<file path="config.mk">
export PLATFORM = sky130hd
export DESIGN_NAME = logs_pwm_decoder
export DESIGN_NICKNAME = d
export VERILOG_FILES = /design/src/rtl/logs_pwm_decoder.sv
export SDC_FILE = /design/constraint.sdc
export NUM_CORES = 1
export LEC_CHECK = 0
export CORE_ASPECT_RATIO = 1.25
export CORE_MARGIN = 10
export CORE_UTILIZATION = 30
export CTS_CLUSTER_DIAMETER = 50
export DETAILED_ROUTE_END_ITERATION = 8
export PLACE_DENSITY_LB_ADDON = 0.08
export SLEW_MARGIN = 15
export SYNTH_ARGS = -nofsm -noshare
export SYNTH_HDL_FRONTEND = slang
export SYNTH_SLANG_ARGS = --single-unit
</file>
<file path="constraint.sdc">
create_clock -name clk -period 2.16 [get_ports clk]
set_input_delay 0.216 -clock clk [delete_from_list [all_inputs] [get_ports clk]]
set_output_delay 0.216 -clock clk [all_outputs]
set_load 0.02 [all_outputs]
</file>
<file path="src/rtl/logs_pwm_decoder.sv">
// logs_pwm_decoder
// Integrates a 1-bit PWM line over frames of 2^K cycles and converts the
// high-cycle count back to the transmitting mixer's level. Each recovered
// sample is presented on a valid/ready interface. A sticky overrun flag
// records any unconsumed sample that was overwritten.
module logs_pwm_decoder #(
    parameter int K     = 2,
    parameter int DELAY = 1
) (
    input  logic         clk,
    input  logic         reset,
    input  logic         audio_in,
    output logic [K-1:0] sample,
    output logic         sample_valid,
    input  logic         sample_ready,
    output logic         overrun
);

    typedef enum logic {
        ST_ALIGN = 1'b0,
        ST_ACCUM = 1'b1
    } state_t;

    // With no alignment delay the first post-reset edge already samples.
    localparam state_t     ST_START   = (DELAY == 0) ? ST_ACCUM : ST_ALIGN;
    localparam logic [3:0] ALIGN_LAST = (DELAY == 0) ? 4'd0 : 4'(DELAY - 1);

    state_t       r_state;
    logic [3:0]   r_align_cnt;
    logic [K-1:0] r_phase;
    logic [K:0]   r_acc;
    logic [K-1:0] r_sample;
    logic         r_valid;
    logic         r_overrun;

    logic [K:0]   w_h;
    logic         w_frame_end;
    logic [K-1:0] w_new_sample;
    logic         w_xfer;

    // High count including the current edge; only meaningful at frame end.
    assign w_h         = r_acc + {{K{1'b0}}, audio_in};
    assign w_frame_end = (r_state == ST_ACCUM) && (r_phase == {K{1'b1}});
    // 2^K-1-h is the bitwise inverse of h's low K bits; a full frame
    // (h = 2^K, top bit set) saturates to zero.
    assign w_new_sample = w_h[K] ? {K{1'b0}} : ~w_h[K-1:0];
    assign w_xfer       = r_valid & sample_ready;

    // Alignment, frame integration and output handshake in one state machine.
    always_ff @(posedge clk) begin
        if (reset) begin
            r_state     <= ST_START;
            r_align_cnt <= 4'd0;
            r_phase     <= {K{1'b0}};
            r_acc       <= {(K+1){1'b0}};
            r_sample    <= {K{1'b0}};
            r_valid     <= 1'b0;
            r_overrun   <= 1'b0;
        end else begin
            case (r_state)
                ST_ALIGN: begin
                    // audio_in is deliberately ignored while aligning.
                    r_align_cnt <= r_align_cnt + 4'd1;
                    if (r_align_cnt == ALIGN_LAST) begin
                        r_state <= ST_ACCUM;
                    end
                end
                ST_ACCUM: begin
                    r_phase <= r_phase + {{(K-1){1'b0}}, 1'b1};
                    if (w_frame_end) begin
                        r_acc <= {(K+1){1'b0}};
                    end else begin
                        r_acc <= w_h;
                    end
                end
                default: begin
                    r_state <= ST_START;
                end
            endcase

            // A frame-end load wins over a transfer: valid stays high.
            if (w_frame_end) begin
                r_sample <= w_new_sample;
                r_valid  <= 1'b1;
                if (r_valid && !sample_ready) begin
                    r_overrun <= 1'b1;
                end
            end else if (w_xfer) begin
                r_valid <= 1'b0;
            end
        end
    end

    assign sample       = r_sample;
    assign sample_valid = r_valid;
    assign overrun      = r_overrun;

endmodule

</file>
Yosys cells after proc, flatten, opt, wreduce, memory -nomap -nowiden:

Index checks and enable logic that the tools add are counted.
Widths: inputs -> output; s select.

* add/sub/neg operators: 3
* equality and inequality tests: 1
* mux-type cells: 6
* bitwise gates (word level): 2
* reductions and logical operators: 6

Operators by type and width (number)
* $add 4x1->4 const B: 1
* $logic_not 4->1: 1
* $mux 1: 4
* $add 3x1->3: 1
* $mux 3: 1
* $add 2x1->2 const B: 1
* $eq 2x2->1 const B: 1
* $logic_and 1x1->1: 2
* $mux 2: 1
* $not 2->2: 1
* $reduce_and 2->1: 1
* $reduce_bool 2->1: 1
* $and 1x1->1: 1
* $logic_not 1->1: 1

* register bits: 14
* input port bits: 4
* output and inout port bits: 4
* word-level logic and storage cells: 25

Logic depth before layout (Yosys ltp):

* depth after elaboration: 3
* gate-level depth with buffers: 5
* depth with buffers taken out: 5

Least setup slack after synthesis:

OpenSTA, ideal clock, no wires.

* path type: register to register
* start point: register r_acc[0]
* end point: register r_sample[1], in the netlist sample[1]
* arrival: 1.213 ns
* data required time: 2.089 ns
* setup slack: 0.877 ns
* cell stages (with the launch flop): 6
* buffers on the path: 0
* period minus slack after synthesis: 1.283 ns
* cells stage by stage: dfxtp_1 > ha_1 > ha_1 > xor2_1 > or3_1 > a21oi_1

* word-level cells in the longest chain between the ends: 3

Ends and longest elaborated chain
* start: declaration: RTL line 31 `logic [K:0] r_acc;`
* start signal: assignment: RTL line 55 `r_acc <= {(K+1){1'b0}};`
* start signal: assignment: RTL line 71 `r_acc <= {(K+1){1'b0}};`
* start signal: assignment: RTL line 73 `r_acc <= w_h;`
* $add 3x1->3 *: RTL line 42 `assign w_h = r_acc + {{K{1'b0}}, audio_in};`
* $not 2->2: RTL line 46 `assign w_new_sample = w_h[K] ? {K{1'b0}} : ~w_h[K-1:0];`
* $mux 2 *: RTL line 46
* end signal: assignment: RTL line 56 `r_sample <= {K{1'b0}};`
* end signal: assignment: RTL line 83 `r_sample <= w_new_sample;`
* end: declaration: RTL line 32 `logic [K-1:0] r_sample;`

Every way passes the cells marked *; elsewhere a longest branch is shown, timed or not.
A chain may end at the register's enable or synchronous reset.

Worst setup path in the final report:

* start point: input audio_in
* end point: register r_sample[0], in the netlist sample[0]

* word-level cells in the longest chain between the ends: 3

Ends and longest elaborated chain
* start: declaration: RTL line 12 `input logic audio_in,`
* $add 3x1->3 *: RTL line 42
* $not 2->2: RTL line 46
* $mux 2 *: RTL line 46

Marks and branches as above.

==> results.md <==
* Max Cap Violations at 0
* Final slew viol count at 0
* Register area share after synthesis at 0.471
* Cts bufs inserted at 3
* F_max at 0.699 GHz
* Vias in the first global route at 430
* Starting Density at 0.326
* Worst setup path endpoint: sample[0]
* Post-synth EDFFs at 0
* Setup violators final at 0
* Layout area overhead at 21.6%
* FF-to-FF End: sample[0]
* Antenna viol nets, final at 0
* Clock Tree Buf Depth at 2
* Internal power at 0.000458 W
* Min cycle time layout at 1.43 ns
* Pleak at 0.290 nW
* Critical path class: input pin to flop
* Status: completed
* Number of synthesized register bits at 14
* Synth cell count leaders: dfxtp_1 (14), nor2_1 (10), a21oi_1 (7)
* Peak VDD IR at 0.359 mV
* CTS tree: done
* Share of power burned in combinational logic at 0.204
* Clock network power share at 0.293
* Post-Syn Area per Cell at 9.61 um^2
* Clock Latency Late Sink at approximately 0.27 ns
* Fin Setup TNS at 0 ns
* Die area at 4180 um^2
* Levels on crit path at 6
* Flop-to-flop setup slack at between 0.7 and 0.8 ns
* Synth Instances at 62
* Clock Sinks at 14
* Clock root buffer: clkbuf_4
* Kind of start point of the critical path: input pin
* Mux share of post-synthesis cell area at 0.0336
* Top-count cell post-synth: dfxtp_1
* Largest net degree at the start of global routing at 15
* Final HPWL DP at slightly above 700 um
* RSZ-0062 raised after global routing: no
* Post-CTS Hold Buffers at 0
* Number of buffers added for setup after CTS at 0
* First-pass iteration count of the detailed router at 4
* Hold Path Class: flop to flop
* Post-synth top flop: dfxtp_1
* WP data required at 2.36 ns
* Crit path max fanout at 3
* Share of cells above drive strength 1 at 0.0972
* Share of the synthesized area in the top cell type at 0.471
* WL per Instance at 11.0 um
* Final wirelength at 1000 um
* Cell family with most CP delay: adder cells
* Switching share of power at 0.267
* Critical path arrival at 1.63 ns
* CP dominant cell by count: ha_1
* Slowest cell delay on critical path at 0.40 ns
* Initial drt markers at 15
* # rows at 17
* Post-cts resize count at 0
* Pwr per Cell Area at approximately 860 nW/um^2
* R2R cell count at 5
* Largest family of logic cells by synthesized area: simple AND/OR/NAND/NOR gates
* CP endpoint kind: flop
* Period utilization at 0.663
* Reg power frac at 0.503
* Worst slew margin at 0.646
* Ranking of synthesized cells by area: dfxtp_1 (47%), ha_1 (11%), nor2_1 (6.3%), a21oi_1 (5.9%), xor2_1 (4.4%)
* Antenna fix cells at 0
* Final net count at 82
* Syn nets at 71
* Area of the core at 1830 um^2
* CTS H-tree lvls at 1
* Unique masters post-synth at 20
* Synthesized cell area at 596 um^2
* Post-Synth Adder-Cell Area at 0.105
* Warnings from Yosys at 0
* Ys async rst share at 0
* Final Hold Viols at 0
* Die Width at 59.9 um
* Simple-gate share of the synthesized area at 0.206
* Compound-Gate Fraction of Synth Area at 0.0840
* Total power at 0.000625 W
* Initial antenna violation count at 0
* Vias per cell at 4.78
* Cell Chain, Critical Path: clkdlybuf4s50_1 -> ha_1 -> ha_1 -> xor2_1 -> or3_1 -> a21oi_1
* Crit path buf inv count at 1
* Fillers at 198
* Critical path origin: audio_in
* Total GRT Usage at 0.0552
* Grt ovf at 0
* Largest area contributor in the netlist: dfxtp_1
* Net load switching power at between 0.00015 and 0.0002 W
* Post-Synth XOR/XNOR Area at 0.0735
* Port Buffers at 7
* Global-route wire length before repair at 1780 um
* Via count at 435
* Drt drc at 0
* I/O pin count at 8
* Critical path's slowest cell: clkdlybuf4s50_1
* Clk slew on worst S/H paths at 0.08 ns
* GP Congestion at ~0.70
* Die height at about 70 um
* Worst Skew at 0.000639 ns
* Worst flop-to-flop path startpoint: r_acc[0]
* Measured slew at the worst slew-check pin at 0.529 ns
worst min-delay path by stage:
stage	start	endpoint	slack, ns	cells after the start
after CTS	sample[0]	sample[0]	0.46	2
after detailed placement	sample[0]	sample[0]	0.45	2
after global routing	sample[1]	sample[1]	0.48	2
after global placement	sample[0]	sample[0]	0.44	2
final	sample[0]	sample[0]	0.45	2
after floorplan	reset	r_acc[0]	0.29	1
cells in the final DEF, fill, tap and decap left out:
master           count
a21oi_1              7
buf_4                1
clkbuf_4             3
clkbuf_8             1
clkdlybuf4s50_1      7
dfxtp_1             14
ha_1                 5
inv_1                2
mux2i_1              2
nand2_1              2
nand2_2              1
nand2b_1             3
nand3b_1             2
nand4b_1             1
nor2_1              10
nor2b_1              1
nor4bb_1             1
o21ai_0              1
o21ba_2              1
or3_1                2
xnor2_1              2
xor2_1               3
flip-flops by register name (all words and copies together) (netlist names):
| signal | flops |
|---|---|
| r_phase | 2 |
| sample | 2 |
| overrun | 1 |
| r_state | 1 |
| r_acc | 3 |
| r_align_cnt | 4 |
| sample_valid | 1 |
cell type report:
type / count / area (um^2) / share of cell area
inverter: 2 / 7.51 / 0.0104
multi-input combinational: 44 / 299 / 0.413
clock buffer: 4 / 36.3 / 0.0501
sequential: 14 / 280 / 0.387
timing repair buffer: 8 / 77.6 / 0.107
tap: 19 / 23.8 / 0.0328
through the flow:
| stage | cell area [um^2] | utilization | worst slack, ns | cells | hold slack (ns) |
|---|---|---|---|---|---|
| 3_5_place_dp | 688 | 0.376 | 0.458 | 87 | 0.446 |
| 2_1_floorplan | 596 | - | 0.877 | 62 | 0.285 |
| 5_1_grt | 724 | 0.396 | 0.656 | 91 | 0.481 |
| 3_3_place_gp | 688 | 0.376 | 0.452 | 87 | 0.441 |
| 6_report | 724 | 0.396 | 0.728 | 91 | 0.453 |
| 4_1_cts | 724 | 0.396 | 0.706 | 91 | 0.458 |
worst register-to-register path, stage by stage, from the launching register on:
cell and delay [ns]:
dfxtp_1 0.33, ha_1 0.18, ha_1 0.21, xor2_1 0.15
or3_1 0.31, a21oi_1 0.14
layer usage:
layer,up-vias,wire length (um),GRT usage
li1,229,-,-
met1,195,463,0.0538
met2,7,452,0.0811
met3,4,54,0.0201
met4,0,31,0.0597
met5,-,0,0
power by group through the flow:
stage,Clock (W),Combinational [W],Sequential [W]
floorplan,0,0.0000959,0.000320
global placement,0,0.000128,0.000321
detailed placement,0,0.000130,0.000321
CTS,0.000194,0.000131,0.000315
global route,0.000207,0.000147,0.000320
finish,0.000183,0.000127,0.000314
cells by family (layout without fill, tap and decap cells):
logic type / count (synthesis) / after routing
adders and majority gates: 5 / 5
DFF: 14 / 14
and+or+nand+nor: 23 / 23
muxes: 2 / 2
buffers and inverters: 4 / 14
xor gates and xnor gates: 5 / 5
AOI/OAI and AO/OA: 9 / 9
Note: power is estimated with default switching activity, not from simulation.
